$ cat config.mk
export PLATFORM = sky130hd
export DESIGN_NAME = tick_serializer
export DESIGN_NICKNAME = d
export VERILOG_FILES = /design/src/rtl/tick_serializer_pkg.sv /design/src/rtl/tick_serializer.sv
export SDC_FILE = /design/constraint.sdc
export NUM_CORES = 1
export LEC_CHECK = 0
export ABC_AREA = 0
export CAP_MARGIN = 20
export CORE_MARGIN = 2
export CORE_UTILIZATION = 51
export DETAILED_ROUTE_END_ITERATION = 10
export GPL_TIMING_DRIVEN = 0
export PLACE_DENSITY = 0.8
export SLEW_MARGIN = 30
export SYNTH_ARGS = -nofsm -noshare
export SYNTH_HDL_FRONTEND = slang
export SYNTH_SLANG_ARGS = --single-unit
$ cat constraint.sdc
create_clock -name clk -period 2 [get_ports clk]
set_input_delay 0.3 -clock clk [delete_from_list [all_inputs] [get_ports clk]]
set_output_delay 0.3 -clock clk [all_outputs]
set_load 0.005 [all_outputs]
$ cat src/rtl/tick_serializer_pkg.sv
// Shared state encoding for the tick-driven serializer.
// The numeric codes are fixed so other blocks and debug views can decode the state.
package tick_serializer_pkg;

  localparam int ST_W = 3;

  localparam logic [ST_W-1:0] ST_IDLE  = 3'd0;
  localparam logic [ST_W-1:0] ST_SYNC  = 3'd1;
  localparam logic [ST_W-1:0] ST_START = 3'd2;
  localparam logic [ST_W-1:0] ST_DATA  = 3'd3;
  localparam logic [ST_W-1:0] ST_STOP  = 3'd4;

  typedef enum logic [ST_W-1:0] {
    S_IDLE  = ST_IDLE,
    S_SYNC  = ST_SYNC,
    S_START = ST_START,
    S_DATA  = ST_DATA,
    S_STOP  = ST_STOP
  } state_t;

endpackage

$ cat src/rtl/tick_serializer.sv
// Serializes words as start bit, LSB-first data and stop bits, moving one bit per tick strobe.
// Every line transition is aligned to a tick, so each bit lasts exactly one tick period.
module tick_serializer
  import tick_serializer_pkg::*;
#(
  parameter int DATA_WIDTH = 8,
  parameter int STOP_BITS  = 1
) (
  input  logic                  clk,
  input  logic                  rst,
  input  logic                  tick,
  input  logic [DATA_WIDTH-1:0] data,
  input  logic                  valid,
  output logic                  ready,
  output logic                  tx,
  output logic                  busy,
  output logic                  done
);

  localparam int IDX_W = (DATA_WIDTH > 1) ? $clog2(DATA_WIDTH) : 1;
  localparam logic [IDX_W-1:0] LAST_IDX  = IDX_W'(DATA_WIDTH - 1);
  localparam logic [1:0]       LAST_STOP = 2'(STOP_BITS - 1);

  state_t                  state;
  logic [DATA_WIDTH-1:0]   shift;
  logic [IDX_W-1:0]        bit_idx;
  logic [1:0]              stop_cnt;

  always_ff @(posedge clk) begin
    if (rst) begin
      state    <= S_IDLE;
      tx       <= 1'b1;
      ready    <= 1'b1;
      busy     <= 1'b0;
      done     <= 1'b0;
      shift    <= '0;
      bit_idx  <= '0;
      stop_cnt <= '0;
    end else begin
      done <= 1'b0;
      case (state)
        // Ticks are ignored here, so the start bit always waits for a fresh tick.
        S_IDLE: begin
          if (valid && ready) begin
            shift <= data;
            ready <= 1'b0;
            busy  <= 1'b1;
            state <= S_SYNC;
          end
        end

        S_SYNC: begin
          if (tick) begin
            tx    <= 1'b0;
            state <= S_START;
          end
        end

        S_START: begin
          if (tick) begin
            tx      <= shift[0];
            shift   <= shift >> 1;
            bit_idx <= '0;
            state   <= S_DATA;
          end
        end

        S_DATA: begin
          if (tick) begin
            if (bit_idx == LAST_IDX) begin
              tx       <= 1'b1;
              stop_cnt <= '0;
              state    <= S_STOP;
            end else begin
              tx      <= shift[0];
              shift   <= shift >> 1;
              bit_idx <= bit_idx + 1'b1;
            end
          end
        end

        // The last stop bit ends on a tick; ready returns together with the done pulse.
        S_STOP: begin
          if (tick) begin
            if (stop_cnt == LAST_STOP) begin
              done  <= 1'b1;
              ready <= 1'b1;
              busy  <= 1'b0;
              state <= S_IDLE;
            end else begin
              stop_cnt <= stop_cnt + 2'd1;
            end
          end
        end

        default: begin
          tx    <= 1'b1;
          ready <= 1'b1;
          busy  <= 1'b0;
          state <= S_IDLE;
        end
      endcase
    end
  end

endmodule

==> results of run 1 <==
==> layout make-up <==
class | instances | area (sq um)
tap | 27 | 33.8
sequential | 20 | 400
clock buffer | 4 | 36.3
multi-input combinational | 76 | 543
inverter | 4 | 15.0
timing repair buffer | 19 | 178
fill | 165 | 663
buffer | 7 | 52.6
==> through the flow <==
| step | setup WS (ps) | TNS (ps) | utilization | instances |
|---|---|---|---|---|
| after floorplan | 305 | 0 | - | 107 |
| after global placement | -60.6 | -108 | 0.615 | 148 |
| after detailed placement | -101 | -187 | 0.615 | 148 |
| after CTS | 8.29 | 0 | 0.634 | 152 |
| after global routing | 7.69 | 0 | 0.655 | 157 |
| final | 117 | 0 | 0.655 | 157 |
==> power by group through the flow <==
stage	Clock (mW)	Sequential (mW)	Combinational [mW]
5_1_grt	0.260	0.498	0.414
3_3_place_gp	0	0.496	0.318
6_report	0.238	0.491	0.381
4_1_cts	0.243	0.491	0.337
2_1_floorplan	0	0.493	0.244
3_5_place_dp	0	0.500	0.334
==> final timing paths <==
| kind | end | slack [ps] | cells after the start |
|---|---|---|---|
| max reg2reg | shift[2]$_SDFFE_PP0P_ | 120 | 7 |
| min | stop_cnt[0]$_SDFFE_PP0P_ | 430 | 2 |
| min reg2reg | stop_cnt[1]$_SDFFE_PP0P_ | 470 | 2 |
| max | shift[2]$_SDFFE_PP0P_ | 120 | 7 |
==> placed cells by master, fill, tap and decap left out <==
master                            synthesis  layout
sky130_fd_sc_hd__a21o_1                   2       2
sky130_fd_sc_hd__a21oi_2                  1       1
sky130_fd_sc_hd__clkbuf_1                 2       2
sky130_fd_sc_hd__clkdlybuf4s50_1          0      14
sky130_fd_sc_hd__buf_6                    2       2
sky130_fd_sc_hd__clkbuf_4                 0       3
sky130_fd_sc_hd__a211oi_1                 7       7
sky130_fd_sc_hd__clkbuf_8                 0       1
sky130_fd_sc_hd__o21bai_1                 2       2
sky130_fd_sc_hd__nor2_1                  17      17
sky130_fd_sc_hd__inv_1                    4       4
sky130_fd_sc_hd__nand2b_1                 3       3
sky130_fd_sc_hd__a221oi_4                 1       1
sky130_fd_sc_hd__nand4_1                  1       1
sky130_fd_sc_hd__a21oi_1                  3       3
sky130_fd_sc_hd__o21ai_2                  1       1
sky130_fd_sc_hd__a22oi_1                  2       2
sky130_fd_sc_hd__nor3_1                   3       3
sky130_fd_sc_hd__o21ai_1                  1       1
sky130_fd_sc_hd__mux2i_1                 10      10
sky130_fd_sc_hd__nand2_1                  7       7
sky130_fd_sc_hd__nand3_1                  2       2
sky130_fd_sc_hd__dfxtp_1                 20      20
sky130_fd_sc_hd__a31oi_1                  2       2
sky130_fd_sc_hd__nand4bb_4                1       1
sky130_fd_sc_hd__ha_1                     3       2
sky130_fd_sc_hd__a311oi_1                 1       1
sky130_fd_sc_hd__ha_2                     0       1
sky130_fd_sc_hd__and4b_1                  1       1
sky130_fd_sc_hd__nor2_2                   1       1
sky130_fd_sc_hd__buf_4                    3       8
sky130_fd_sc_hd__or3_1                    1       1
sky130_fd_sc_hd__nor4b_1                  1       1
sky130_fd_sc_hd__or3b_1                   1       1
sky130_fd_sc_hd__a211oi_2                 1       1
==> what timing repair did <==
item	in CTS	in global routing
gates resized for setup	0	1
setup endpoints to repair	0	2
buffers inserted	0	5
==> per-layer routing <==
layer	wire, um	global-route usage	part of all wire
met1	948	0.228	0.46
met2	997	0.336	0.48
met3	85	0.0463	0.041
met4	31	0.0571	0.015
met5	0	0	0
==> registers in the layout, indices dropped and copies added, names as in the netlist <==
register  flops
done          1
ready         1
busy          1
stop_cnt      2
tx            1
bit_idx       3
shift         8
state         3
==> kinds of logic (layout without fill, tap and decap cells) <==
group | count (synthesis) | after routing | synth area share
compound gates | 24 | 24 | 0.194
buf+inv | 11 | 34 | 0.0670
simple gates | 39 | 39 | 0.206
mux | 10 | 10 | 0.0993
flops | 20 | 20 | 0.397
fa+ha+maj | 3 | 3 | 0.0372
==> worst max-delay path, cell delays in order (launching register included) <==
cell,delay [ps]
sky130_fd_sc_hd__dfxtp_1,340
sky130_fd_sc_hd__ha_1,200
sky130_fd_sc_hd__ha_2,210
sky130_fd_sc_hd__nand2b_1,190
sky130_fd_sc_hd__a221oi_4,420
sky130_fd_sc_hd__buf_4,190
sky130_fd_sc_hd__nor2_1,30
sky130_fd_sc_hd__a211oi_1,220
==> summary.log, run 1 <==
qor: outcome.outcome complete, no violations
qor: routing.drc 0
qor: final_layout.final_design_area_no_fill 1260 sq um
qor: pwr.power.share.sequential 0.442
qor: routing.first_iter_violations 20
qor: clock_network.cts_root_buf sky130_fd_sc_hd__clkbuf_4
qor: clock_network.worstSkewPairLatency 300 ps
qor: clock_network.cts_num_sinks 20
qor: pwr.p_clk_frac 0.214
qor: floorplanning.num_rows 16
qor: logic_synthesis.synth.net_count 122
qor: floorplanning.top_level_ports 16
qor: floorplanning.core_area 1920 sq um
qor: pwr.p_comb_frac 0.343
qor: timing.worst_slew_margin_rel 0.623
qor: final_layout.num_antenna_cells 0
qor: logic_synthesis.synthDominantAreaCellType sky130_fd_sc_hd__dfxtp_1
qor: global_route.grt_max_degree 12
qor: floorplanning.dieWidth 48.5 um
qor: timing.fmax 531 MHz
qor: routing.dr.pass1.iters 4
qor: pwr.power_report.internal_total 0.768 mW
qor: routing.via_per_inst 5.45
qor: timing.worst-slew-pin-transition 565 ps
qor: worst_setup_path.setup.worst_path.start bit_idx[0]$_SDFFE_PP0P_
qor: clock_network.htree_levels 1
qor: routing.number_of_vias_in_the_routed_layout 855
qor: worst_setup_path.worst-endpoint-arrival 2100 ps
qor: placement.numPortBuffers 14
qor: worst_setup_path.critical_path_required 2220 ps
qor: placement.post_dp_cell_area 1180 sq um
qor: pwr.max-vdd-ir-drop 716 uV
qor: placement.gp_congestion 0.796
qor: floorplanning.die_height 48.5 um
qor: final_layout.final_nets 146
qor: routing.routed_wirelength 2060 um
qor: min_path.hold_path_class primary input to flop
qor: routing.route.detailed.wl_per_inst 13.1 um
qor: pwr.power.static_leakage 0.525 nW
qor: logic_synthesis.postSynthRegisterBits 20
qor: timing.finalHoldViolations 0
qor: logic_synthesis.most_frequent_cell_after_synthesis sky130_fd_sc_hd__dfxtp_1
qor: worst_setup_path.endpoint_kind flop
qor: pwr.netSwitchingPower 0.341 mW
qor: floorplanning.die_footprint 2350 sq um
qor: clock_network.cts_hold_buf 0
qor: flow_run.drv.max_cap_violation_count 0
qor: timing.post-route-min-period 1880 ps
qor: worst_setup_path.path_max_fanout 7
qor: logic_synthesis.yosys_warnings 0
qor: timing.rsz_0062_raised_after_global_routing false
qor: global_route.grt_first_pass_wirelength 3460 um
qor: final_layout.syn_to_final_growth 24.8%
qor: clock_network.cts-buffers-inserted 3
qor: timing.setup_viol 0
qor: logic_synthesis.synth.yosys.seq_area_share 0.397
qor: global_route.antenna_found_initial 0
qor: logic_synthesis.synth.top_cell.area_share 0.397
qor: pwr.switching_share 0.307
qor: pwr.power_density 881 nW/um^2
qor: routing.final_antenna_net_count 0
qor: clock_network.clk_pin_slew 120 ps
qor: clock_network.tritoncts done
qor: worst_setup_path.rr_startpoint bit_idx[0]$_SDFFE_PP0P_
qor: logic_synthesis.syn_avg_cell_area 9.42 sq um
qor: logic_synthesis.yosys-top-cells-area sky130_fd_sc_hd__dfxtp_1, sky130_fd_sc_hd__mux2i_1, sky130_fd_sc_hd__nor2_1
qor: logic_synthesis.post_synth_num_cell_types 31
qor: timing.slew_viol_final 0
qor: logic_synthesis.synth_commonest_cells sky130_fd_sc_hd__dfxtp_1, sky130_fd_sc_hd__nor2_1, sky130_fd_sc_hd__mux2i_1, sky130_fd_sc_hd__a211oi_1, sky130_fd_sc_hd__nand2_1
qor: timing.clock_skew 6.27 ps
qor: logic_synthesis.synth_edf_count 0
qor: placement.dp.final_hpwl 1470 um
qor: global_route.number_of_global_route_vias_before_repair 786
qor: logic_synthesis.ys_async_sr_fraction 0
qor: timing.fin_worst_hold_slack 433 ps
qor: floorplanning.initial_utilization 0.525
qor: final_layout.post_route_cells_drive_above_1_share 0.162
qor: worst_setup_path.critical_path.startpoint_type flop
qor: logic_synthesis.ys.flop_type sky130_fd_sc_hd__dfxtp_1
qor: global_route.grt_overflow 0
qor: logic_synthesis.post_synth_inst_count 107
qor: timing.timing.final.crit_share 0.942
qor: logic_synthesis.netlist_area 1010 sq um
qor: min_path.min_from rst
qor: worst_setup_path.worstSetupPathType flop to flop
qor: pwr.power 1.11 mW
qor: global_route.grt.total_usage 0.190
qor: clock_network.max_buffers_root_to_sink 2
Note: power is estimated with default switching activity, not from simulation.
==> run 2, diff against run 1 <==
- CORE_UTILIZATION: 51 -> 55
- PLACE_DENSITY: 0.8 -> 0.86
- clock period: 2 -> 2.25 ns (I/O delays scaled with it)
==> summary.log, run 2 (synthesis gave the netlist of run 1 again) <==
qor: global_route.grt_first_pass_wirelength 3150 um
qor: timing.worst_slew_margin_rel 0.672
qor: clock_network.postCtsSetupBuffers 0
qor: placement.post_dp_cell_area 1180 sq um
qor: worst_setup_path.depth_of_the_worst_register_to_register_path 7
qor: routing.dr.pass1.iters 4
qor: final_layout.most_frequent_cells_in_the_layout sky130_fd_sc_hd__dfxtp_1, sky130_fd_sc_hd__nor2_1, sky130_fd_sc_hd__clkdlybuf4s50_1
qor: final_layout.layout.core_utilization 0.696
qor: pwr.max-vdd-ir-drop 435 uV
qor: final_layout.largest-register shift
qor: worst_setup_path.endpoint_kind flop
qor: pwr.p_clk_frac 0.189
qor: clock_network.cts-buffers-inserted 3
qor: routing.final_antenna_net_count 0
qor: routing.via_per_inst 5.54
qor: final_layout.stdcell_count 149
qor: clock_network.cts_root_buf sky130_fd_sc_hd__clkbuf_4
qor: timing.timing.final.crit_share 0.854
qor: floorplanning.num_rows 15
qor: pwr.power_report.internal_total 0.614 mW
qor: pwr.power.static_leakage 0.496 nW
qor: timing.setup_viol 0
qor: pwr.power_density 744 nW/um^2
qor: clock_network.worstSkewPairLatency 300 ps
qor: timing.post-route-min-period 1920 ps
qor: flow_run.drv.max_cap_violation_count 0
qor: final_layout.num_antenna_cells 0
qor: final_layout.final_nets 141
qor: final_layout.syn_to_final_growth 19.2%
qor: placement.gp_congestion 0.797
qor: worst_setup_path.path_max_fanout 10
qor: global_route.antenna_found_initial 0
qor: floorplanning.initial_utilization 0.584
qor: worst_setup_path.worst_r2r_endpoint shift[7]$_SDFFE_PP0P_
qor: global_route.grt_max_degree 11
qor: pwr.netSwitchingPower 0.280 mW
qor: worst_setup_path.critical_path_required 2490 ps
qor: worst_setup_path.worst-endpoint-arrival 2160 ps
qor: placement.place.detailed.instances 146
qor: pwr.power.share.sequential 0.487
qor: routing.number_of_vias_in_the_routed_layout 826
qor: placement.numPortBuffers 14
qor: min_path.min_from rst
qor: timing.clock_skew 3.27 ps
qor: timing.rsz_0062_raised_after_global_routing false
qor: final_layout.layout.cells.most_common sky130_fd_sc_hd__dfxtp_1
qor: final_layout.reg_top3 shift (8), bit_idx (3), state (3)
qor: timing.finalHoldViolations 0
qor: worst_setup_path.rr_startpoint bit_idx[0]$_SDFFE_PP0P_
qor: clock_network.clk_pin_slew 100 ps
qor: pwr.p_comb_frac 0.324
qor: worst_setup_path.critical_path.startpoint_type flop
qor: routing.route.detailed.wl_per_inst 12.8 um
qor: floorplanning.die_footprint 2190 sq um
qor: timing.slew_viol_final 0
qor: clock_network.post_cts_resized 0
qor: clock_network.htree_levels 1
qor: floorplanning.dieWidth 46.8 um
qor: routing.routed_wirelength 1910 um
qor: worst_setup_path.worstSetupPathType flop to flop
qor: clock_network.tritoncts done
qor: timing.worst-slew-pin-transition 492 ps
qor: global_route.grt.total_usage 0.206
qor: clock_network.max_buffers_root_to_sink 2
qor: timing.fin_tns_setup 0 ps
qor: final_layout.final_design_area_no_fill 1200 sq um
qor: clock_network.cts_num_sinks 20
qor: worst_setup_path.setup.reg_to_reg.worst_slack 330 ps
qor: timing.fin_worst_hold_slack 435 ps
qor: final_layout.post_route_cells_drive_above_1_share 0.113
qor: clock_network.cts_hold_buf 0
qor: min_path.worstHoldEndpoint stop_cnt[0]$_SDFFE_PP0P_
qor: floorplanning.die_height 46.8 um
qor: routing.first_iter_violations 15
qor: outcome.outcome complete, no violations
qor: global_route.number_of_global_route_vias_before_repair 722
qor: routing.drc 0
qor: global_route.grt_overflow 0
qor: timing.fmax 521 MHz
qor: min_path.hold_path_class primary input to flop
qor: pwr.switching_share 0.314
qor: floorplanning.top_level_ports 16
qor: min_path.holdPathStages 2
qor: final_layout.largest_reg_flops 8
qor: floorplanning.core_area 1730 sq um
qor: placement.dp.final_hpwl 1340 um
## run 2: layout make-up
| class | instances | area (sq um) |
|---|---|---|
| Inverter | 4 | 15.0 |
| Fill cell | 140 | 524 |
| Buffer | 7 | 52.6 |
| Sequential cell | 20 | 400 |
| Tap cell | 25 | 31.3 |
| Multi-Input combinational cell | 76 | 541 |
| Clock buffer | 3 | 22.5 |
| Timing Repair Buffer | 14 | 140 |
## run 2: routing by layer
| layer | track usage | share of wire | up-vias |
|---|---|---|---|
| li1 | - | - | 419 |
| met1 | 0.262 | 0.46 | 385 |
| met2 | 0.332 | 0.48 | 17 |
| met3 | 0.0462 | 0.045 | 5 |
| met4 | 0.100 | 0.021 | 0 |
| met5 | 0 | 0 | - |
## run 2: how the worst max path moves through the flow
stage	start	end	slack (ps)	depth (start not counted)
after CTS	bit_idx[0]$_SDFFE_PP0P_	shift[7]$_SDFFE_PP0P_	330	7
final	bit_idx[0]$_SDFFE_PP0P_	shift[7]$_SDFFE_PP0P_	330	7
after global placement	tick	shift[6]$_SDFFE_PP0P_	190	6
after global routing	bit_idx[0]$_SDFFE_PP0P_	shift[7]$_SDFFE_PP0P_	230	7
after detailed placement	tick	shift[7]$_SDFFE_PP0P_	180	6
after floorplan	bit_idx[0]$_SDFFE_PP0P_	shift[6]$_SDFFE_PP0P_	560	7
## run 2: power groups by stage
stage | clock network [mW] | logic, mW | registers (mW)
final | 0.169 | 0.290 | 0.435
after global routing | 0.189 | 0.319 | 0.441
after CTS | 0.169 | 0.291 | 0.435
after detailed placement | 0 | 0.286 | 0.444
after global placement | 0 | 0.280 | 0.441
after floorplan | 0 | 0.217 | 0.438
## run 2: metrics by stage
stage | setup slack (ps) | total power, mW
floorplan | 555 | 0.655
global placement | 190 | 0.721
detailed placement | 181 | 0.730
CTS | 331 | 0.896
global route | 230 | 0.950
finish | 329 | 0.894
## run 2: worst max-delay path, stage by stage, from the launching register on
cell	delay (ps)
sky130_fd_sc_hd__dfxtp_1	350
sky130_fd_sc_hd__ha_1	210
sky130_fd_sc_hd__ha_1	250
sky130_fd_sc_hd__nand2b_1	200
sky130_fd_sc_hd__a221oi_4	410
sky130_fd_sc_hd__buf_6	210
sky130_fd_sc_hd__nand3_1	90
sky130_fd_sc_hd__a21oi_2	140
==> run 3, diff against run 2 <==
- CAP_MARGIN: 20 -> 10
- CORE_UTILIZATION: 55 -> 51
- PLACE_DENSITY: 0.86 -> 0.8
- clock period: 2.25 -> 1.91 ns (I/O delays scaled with it)
==> summary.log, run 3 (synthesis gave the netlist of run 1 again) <==
qor: placement.place.detailed.instances 148
qor: floorplanning.num_rows 16
qor: final_layout.largest_reg_flops 8
qor: routing.drc 0
qor: timing.post-route-min-period 1810 ps
qor: final_layout.num_antenna_cells 0
qor: floorplanning.initial_utilization 0.525
qor: placement.gp_congestion 0.796
qor: final_layout.final_design_area_no_fill 1240 sq um
qor: global_route.gr-usage-met1 0.236
qor: timing.clock_skew 3.49 ps
qor: clock_network.cts_num_sinks 20
qor: worst_setup_path.rr_startpoint bit_idx[0]$_SDFFE_PP0P_
qor: floorplanning.die_footprint 2350 sq um
qor: worst_setup_path.worstSetupPathType flop to flop
qor: routing.first_iter_violations 19
qor: routing.routed_wirelength 2050 um
qor: timing.fin_tns_setup 0 ps
qor: global_route.grt_overflow 0
qor: global_route.number_of_global_route_vias_before_repair 793
qor: timing.worst-slew-pin-transition 546 ps
qor: pwr.power 1.15 mW
qor: clock_network.tritoncts done
qor: placement.post_dp_cell_area 1180 sq um
qor: worst_setup_path.timing.critical_path.to shift[2]$_SDFFE_PP0P_
qor: timing.setup_viol 0
qor: global_route.globalRoute.busiestLayer met2
qor: final_layout.reg_top3 shift (8), bit_idx (3), state (3)
qor: global_route.grt.total_usage 0.192
qor: final_layout.largest-register shift
qor: timing.worst_slack 98.0 ps
qor: clock_network.worstSkewPairLatency 300 ps
qor: worst_setup_path.setup.worst_path.start bit_idx[0]$_SDFFE_PP0P_
qor: worst_setup_path.critical_path.startpoint_type flop
qor: timing.timing.final.crit_share 0.949
qor: routing.dr.pass1.iters 4
qor: clock_network.max_buffers_root_to_sink 2
qor: pwr.power_density 922 nW/um^2
qor: worst_setup_path.worst-endpoint-arrival 2030 ps
qor: floorplanning.core_area 1920 sq um
qor: routing.number_of_vias_in_the_routed_layout 853
qor: timing.worst_slew_margin_rel 0.636
qor: final_layout.final_nets 144
qor: clock_network.cts_hold_buf 0
qor: global_route.use_met3 0.0463
qor: global_route.grt_first_pass_wirelength 3500 um
qor: final_layout.most_frequent_cells_in_the_layout sky130_fd_sc_hd__dfxtp_1, sky130_fd_sc_hd__nor2_1, sky130_fd_sc_hd__clkdlybuf4s50_1
qor: floorplanning.die_height 48.5 um
qor: worst_setup_path.depth_of_the_worst_register_to_register_path 7
qor: global_route.grt_max_degree 12
qor: global_route.antenna_found_initial 0
qor: pwr.max-vdd-ir-drop 684 uV
qor: clock_network.clk_pin_slew 120 ps
qor: min_path.hold_path_class primary input to flop
qor: final_layout.syn_to_final_growth 23.3%
qor: worst_setup_path.setup.reg_to_reg.worst_slack 100 ps
qor: final_layout.stdcell_count 155
qor: clock_network.htree_levels 1
qor: clock_network.cts_root_buf sky130_fd_sc_hd__clkbuf_4
qor: clock_network.cts-buffers-inserted 3
qor: worst_setup_path.critical_path_required 2130 ps
qor: timing.slew_viol_final 0
qor: final_layout.post_route_cells_drive_above_1_share 0.148
qor: placement.placement.setup.worst_slack -177 ps
qor: timing.finalHoldViolations 0
qor: floorplanning.top_level_ports 16
qor: placement.dp.final_hpwl 1470 um
qor: flow_run.drv.max_cap_violation_count 0
qor: placement.numPortBuffers 14
qor: routing.route.detailed.wl_per_inst 13.2 um
qor: worst_setup_path.endpoint_kind flop
qor: pwr.power.static_leakage 0.515 nW
qor: outcome.outcome complete, no violations
qor: timing.fmax 552 MHz
qor: worst_setup_path.worst_r2r_endpoint shift[2]$_SDFFE_PP0P_
qor: timing.rsz_0062_raised_after_global_routing false
qor: floorplanning.dieWidth 48.5 um
qor: global_route.grt.met2_usage 0.336
qor: final_layout.layout.cells.most_common sky130_fd_sc_hd__dfxtp_1
qor: routing.via_per_inst 5.50
qor: routing.final_antenna_net_count 0
qor: worst_setup_path.path_max_fanout 6
-- run 3: power breakdown --
part	internal, mW	switching (mW)
combinational	0.196	0.185
clock	0.116	0.136
sequential	0.477	0.0362
-- run 3: layout make-up --
| cell class | count | area (sq um) |
|---|---|---|
| multi-input cells | 76 | 543 |
| well taps | 27 | 33.8 |
| plain buffers | 7 | 52.6 |
| repair buffers | 17 | 163 |
| clock buffers | 4 | 36.3 |
| fillers | 165 | 678 |
| inverters | 4 | 15.0 |
| flip-flops and latches | 20 | 400 |
-- run 3: worst min-delay path by stage --
stage               depth (start not counted)                       end                startpoint
floorplan                                   2  stop_cnt[1]$_SDFFE_PP0P_  stop_cnt[1]$_SDFFE_PP0P_
global placement                            2  stop_cnt[1]$_SDFFE_PP0P_  stop_cnt[1]$_SDFFE_PP0P_
detailed placement                          2  stop_cnt[1]$_SDFFE_PP0P_  stop_cnt[1]$_SDFFE_PP0P_
CTS                                         2  stop_cnt[0]$_SDFFE_PP0P_                       rst
global route                                2   bit_idx[2]$_SDFFE_PP0P_                       rst
finish                                      2  stop_cnt[0]$_SDFFE_PP0P_                       rst
-- run 3: layer usage --
layer | wire [um] | vias up
met5 | 0 | -
met4 | 25 | 0
met3 | 95 | 4
met2 | 975 | 24
met1 | 955 | 399
li1 | - | 426
-- run 3: worst max-delay path, cell delays in order (launching register included) --
cell and delay [ps]:
sky130_fd_sc_hd__dfxtp_1 340, sky130_fd_sc_hd__ha_1 200, sky130_fd_sc_hd__ha_2 210, sky130_fd_sc_hd__nand2b_1 190
sky130_fd_sc_hd__a221oi_4 360, sky130_fd_sc_hd__buf_4 180, sky130_fd_sc_hd__nor2_1 30, sky130_fd_sc_hd__a211oi_1 220
-- run 3: per-stage QoR --
step | hold WS (ps) | utilization
floorplan | 432 | -
global placement | 439 | 0.615
detailed placement | 453 | 0.615
CTS | 422 | 0.647
global route | 434 | 0.647
finish | 408 | 0.647
-- run 3: timing repair --
action / CTS / global route
endpoints found under the setup margin: 2 / 4
gates resized for setup: 1 / 0
pin swaps: 1 / 1
buffers inserted: 3 / 0
